$ cat src/rtl/reg_bus_arbiter_if.sv
// Request/grant bundle between the control-unit requesters and the register
// read-bus arbiter that steers the R0-R3 select mux.
interface reg_bus_arbiter_if;
  logic [3:0] req;
  logic [3:0] done;
  logic [3:0] gnt;
  logic [1:0] sel;
  logic       busy;
  logic       timeout_err;

  modport master (
    output req, done,
    input  gnt, sel, busy, timeout_err
  );

  modport slave (
    input  req, done,
    output gnt, sel, busy, timeout_err
  );
endinterface

$ cat src/rtl/reg_bus_arbiter.sv
// Round-robin owner of the 8-bit register read bus: one-hot grant, registered
// mux select, and forced release when an owner holds the bus too long.
module reg_bus_arbiter #(
  parameter int TIMEOUT = 15
) (
  input  logic              clk,
  input  logic              rst_n,
  reg_bus_arbiter_if.slave  bus
);

  typedef enum logic {
    IDLE = 1'b0,
    OWN  = 1'b1
  } state_t;

  localparam bit         TIMEOUT_EN = (TIMEOUT != 0);
  localparam logic [7:0] HOLD_LAST  = 8'(TIMEOUT - 1);

  state_t     state_q, state_d;
  logic [1:0] last_q, last_d;
  logic [1:0] sel_q, sel_d;
  logic [7:0] cnt_q, cnt_d;
  logic [3:0] gnt_q, gnt_d;
  logic       terr_q, terr_d;

  logic       pick_valid;
  logic [1:0] pick_idx;
  logic [1:0] cand;

  // Scan from last+1 upward; iterating from the far end lets the nearest
  // requester overwrite any earlier hit.
  always_comb begin : rr_pick
    pick_valid = 1'b0;
    pick_idx   = last_q;
    cand       = last_q;
    for (int k = 4; k >= 1; k--) begin
      cand = last_q + 2'(k);
      if (bus.req[cand]) begin
        pick_valid = 1'b1;
        pick_idx   = cand;
      end
    end
  end

  // sel_q doubles as the owner index while in OWN.
  always_comb begin : next_state
    // NOTE: every output of this block gets a default first, so no path can leave a latch behind.
    state_d = state_q;
    last_d  = last_q;
    sel_d   = sel_q;
    cnt_d   = cnt_q;
    gnt_d   = gnt_q;
    terr_d  = 1'b0;
    case (state_q)
      IDLE: begin
        if (pick_valid) begin
          gnt_d   = 4'b0001 << pick_idx;
          sel_d   = pick_idx;
          cnt_d   = 8'd0;
          state_d = OWN;
        end
      end
      OWN: begin
        if (bus.done[sel_q] || !bus.req[sel_q]) begin
          gnt_d   = 4'b0000;
          last_d  = sel_q;
          state_d = IDLE;
        end else if (TIMEOUT_EN && (cnt_q == HOLD_LAST)) begin
          gnt_d   = 4'b0000;
          last_d  = sel_q;
          terr_d  = 1'b1;
          state_d = IDLE;
        end else if (cnt_q != 8'hFF) begin
          cnt_d = cnt_q + 8'd1;
        end
      end
      default: state_d = IDLE;
    endcase
  end

  always_ff @(posedge clk or negedge rst_n) begin
    if (!rst_n) begin
      state_q <= IDLE;
      last_q  <= 2'd3;
      sel_q   <= 2'd0;
      cnt_q   <= 8'd0;
      gnt_q   <= 4'b0000;
      terr_q  <= 1'b0;
    end else begin
      // NOTE: non-blocking here so every register samples pre-edge values regardless of statement order.
      state_q <= state_d;
      last_q  <= last_d;
      sel_q   <= sel_d;
      cnt_q   <= cnt_d;
      gnt_q   <= gnt_d;
      terr_q  <= terr_d;
    end
  end

  assign bus.gnt         = gnt_q;
  assign bus.sel         = sel_q;
  assign bus.busy        = |gnt_q;
  assign bus.timeout_err = terr_q;

endmodule
$ cat src/flat_wrapper.sv
// flat-port wrapper written by rule: the top's interface ports become plain ports
module reg_bus_arbiter_flat 
#(
  parameter int TIMEOUT = 15
)
  (clk, rst_n, bus_req, bus_done, bus_gnt, bus_sel, bus_busy, bus_timeout_err);
  reg_bus_arbiter_if bus_i ();
  input  logic clk;
  input  logic rst_n;
  input wire logic [$bits(bus_i.req)-1:0] bus_req;
  input wire logic [$bits(bus_i.done)-1:0] bus_done;
  output wire logic [$bits(bus_i.gnt)-1:0] bus_gnt;
  output wire logic [$bits(bus_i.sel)-1:0] bus_sel;
  output wire logic [$bits(bus_i.busy)-1:0] bus_busy;
  output wire logic [$bits(bus_i.timeout_err)-1:0] bus_timeout_err;
  assign bus_i.req = bus_req;
  assign bus_i.done = bus_done;
  assign bus_gnt = bus_i.gnt;
  assign bus_sel = bus_i.sel;
  assign bus_busy = bus_i.busy;
  assign bus_timeout_err = bus_i.timeout_err;
  reg_bus_arbiter #(.TIMEOUT(TIMEOUT)) u_core (.clk(clk), .rst_n(rst_n), .bus(bus_i));
endmodule
$ cat config.mk
export PLATFORM = sky130hd
export DESIGN_NAME = reg_bus_arbiter_flat
export DESIGN_NICKNAME = d
export VERILOG_FILES = /design/src/rtl/reg_bus_arbiter_if.sv /design/src/rtl/reg_bus_arbiter.sv /design/src/flat_wrapper.sv
export SDC_FILE = /design/constraint.sdc
export NUM_CORES = 1
export LEC_CHECK = 0
export CAP_MARGIN = 20
export CORE_MARGIN = 3
export CORE_UTILIZATION = 34
export CTS_BUF_LIST = sky130_fd_sc_hd__clkbuf_8
export CTS_CLUSTER_SIZE = 24
export DETAILED_ROUTE_END_ITERATION = 8
export DONT_BUFFER_PORTS = 1
export MAX_ROUTING_LAYER = met4
export PLACE_DENSITY = 0.49
export REMOVE_ABC_BUFFERS = 1
export SLEW_MARGIN = 20
export SYNTH_ARGS = -nofsm -noshare
export SYNTH_HDL_FRONTEND = slang
export SYNTH_SLANG_ARGS = --single-unit
$ cat constraint.sdc
create_clock -name clk -period 2.5 [get_ports clk]
set_clock_uncertainty 0.15 [all_clocks]
set_input_delay 0.625 -clock clk [delete_from_list [all_inputs] [get_ports clk]]
set_output_delay 0.625 -clock clk [all_outputs]
set_load 0.1 [all_outputs]
==> metrics.yaml <==
clock_tree:
  clock_sinks: 18
  cts.clk_slew.worst_paths_ns: 0.07
  clock-root-buffer: "clkbuf_8"
  post-cts-setup-buffers: 0
  clk-insertion-delay-late_ns: 0.26
  clock_path_buffers: 2
  cts-htree-levels: 1
  cts_buffers: 3
  cts_tree: "done"
grt:
  grt_pass1_wl_um: 4367
  grt_max_degree: 17
  grt_overflow: 0
  grt_usage_pct: 14.49
  antenna_found_initial: 0
  grt_pass1_vias: 870
floorplanning:
  io_pins: 18
  die_h_um: 62.23
  initial_core_util_pct: 37.36
  rows: 19
  core_area_um2: 2877
  die_w_um: 62.23
  die_area_um2: 3872
routing:
  routed_wirelength_um: 2459
  drc: 0
  routed-wl-met3_um: 108
  wl_met1_um: 1215
  drt-pass1-iter-count: 4
  drtIter0Drc: 69
  wl_per_cell_um: 15.56
  post_drt_via_cell_ratio: 5.449
  antenna_left: 0
  wl_met2_um: 1117
  num_vias: 861
  top_layer: "met4"
critical_path:
  crit_arrival_ns: 1.41
  path_class: "flop to primary output"
  critPathBufInv: 1
  cp_max_fo: 2
  end_kind: "primary output"
  crit_path_cell_trace: "or4_1, buf_12"
  crit_family: "simple AND/OR/NAND/NOR gates"
  worstPathRequired_ns: 1.73
  slowest_delay_ns: 0.57
  crit_path_top_delay_cell: "or4_1"
  start_kind: "flop"
sta:
  hold_viol_final: 0
  drv_slew: 0
  layout_min_cycle_time_ns: 2.186
  fmax_mhz: 457.5
  post-route-period-util_pct: 87.43
  whs_ns: 0.05288
  rsz0062_at_grt: "false"
  slew_headroom_pct: 50.09
  worst_slack_ns: 0.3142
  setup_viol: 0
  fin_setup_tns_ns: 0
  tightest_slew_ns: 0.7461
synth:
  avgSynthCellArea_um2: 10.75
  netlist-cell-type-count: 44
  syn_inst: 100
  synth_area_leader_cell: "dfrtp_1"
  yosysWarnings: 0
  synth_commonest_cells: "dfrtp_1, inv_1, nand2_1, nor2_1, o21ai_0"
  synth_area_um2: 1075
  yosys.cell_count.top_type: "dfrtp_1"
  synth_seq_cells: 18
  synth.area.top_cells: "dfrtp_1, dfstp_2, mux2_2"
  synthArstFlopShare_pct: 100.0
  ys_dominant_reg_cell: "dfrtp_1"
  ys_seq_area_share_pct: 42.14
  synth-edff-count: 0
  synth_top_area_share_pct: 37.25
final_layout:
  final_area_um2: 1291
  drive_gt1_share_pct: 24.14
  n_antenna_cell: 0
  fin_nets: 129
  synthToLayoutAreaGrowth_pct: 20.14
  final_cells: 158
worst_hold_path:
  hold_class: "primary input to asynchronous set/reset pin"
placed_design:
  dp_hpwl_um: 1819
  place_ws_ns: 0.3383
  dp_cells: 153
  postPlaceCellArea_um2: 1226
  port_buffers: 0
  place_congestion: 0.7656
job:
  cap_violations: 0
power_and_ir_drop:
  p_per_area_nw_per_um2: 1426
  peakVddDrop_mv: 1.262
  p_leak_uw: 0.0005590
status:
  status: "finished clean"
-- through the flow --
step                      total power, uW  util [%]
final                                1841     44.89
after global routing                 1960     44.89
after detailed placement             1601     42.63
after global placement               1588     42.63
after floorplan                      1287         -
after CTS                            1859     44.89
-- cells by family (layout without fill, tap and decap cells) --
logic type / count (synthesis) / after routing / synth area share (%)
adders and majority gates: 2 / 2 / 2.328
muxes: 4 / 4 / 4.074
AOI/OAI and AO/OA: 30 / 30 / 21.77
and+or+nand+nor: 37 / 37 / 25.61
xor gates and xnor gates: 2 / 2 / 1.630
buffers and inverters: 7 / 23 / 2.444
DFF: 18 / 18 / 42.14
-- power by group --
| group | total [uW] | switching (uW) | internal, uW |
|---|---|---|---|
| Sequential | 481 | 92.7 | 388 |
| Combinational | 1120 | 765 | 353 |
| Clock | 243 | 103 | 140 |
-- placed cells by master (no fill, tap or decap), drive strengths merged, types with 2 or more instances in the layout --
cell type,n
ha,2
o2bb2ai,2
xnor2,2
dfstp,2
dfrtp,16
a21oi,4
nand2,5
buf,12
and2,2
nand3b,2
and4bb,2
and4,3
nand2b,3
mux2,3
a32o,2
nor4,5
nor2,5
clkbuf,4
o21ai,6
o21a,2
a21bo,2
a2111oi,2
a22o,3
inv,6
-- repair_timing --
item,4_1_cts,5_1_grt
resized for setup,0,0
hold buffers,1,0
endpoints found under the hold margin,16,0
endpoints found under the setup margin,0,0
-- state kept, by name (all words and copies together) (netlist names) --
| register | count |
|---|---|
| u_core.cnt_q | 8 |
| u_core.bus.sel | 2 |
| u_core.state_q | 1 |
| u_core.bus.timeout_err | 1 |
| u_core.bus.gnt | 4 |
| u_core.last_q | 2 |
-- layer usage --
layer / global-route usage (%) / vias up
met5: - / -
met4: 2.486 / 0
met3: 4.685 / 2
met2: 20.70 / 17
met1: 20.32 / 419
li1: - / 423
-- final cells by class --
class,instances,area (um2)
fillers,285,1585
inverters,6,22.52
repair buffers,13,112.6
well taps,42,52.55
flip-flops and latches,18,452.9
clock buffers,4,55.05
multi-input cells,75,595.6
-- path summary, 6_finish.rpt --
kind | startpoint | endpoint | slack, ns | cells past startpoint
worst max-delay path | u_core.bus.gnt[0]$_DFFE_PN0P_ | bus_busy | 0.31 | 2
worst min register to register | u_core.cnt_q[4]$_DFFE_PN0P_ | u_core.cnt_q[4]$_DFFE_PN0P_ | 0.44 | 2
min in group clk | u_core.cnt_q[4]$_DFFE_PN0P_ | u_core.cnt_q[4]$_DFFE_PN0P_ | 0.44 | 2
max in group asynchronous | rst_n | u_core.bus.sel[1]$_DFFE_PN0P_ | 1.01 | 1
worst min-delay path | rst_n | u_core.last_q[1]$_DFFE_PN1P_ | 0.05 | 0
worst max register to register | u_core.cnt_q[0]$_DFFE_PN0P_ | u_core.cnt_q[4]$_DFFE_PN0P_ | 0.34 | 6
Note: power is estimated with default switching activity, not from simulation.
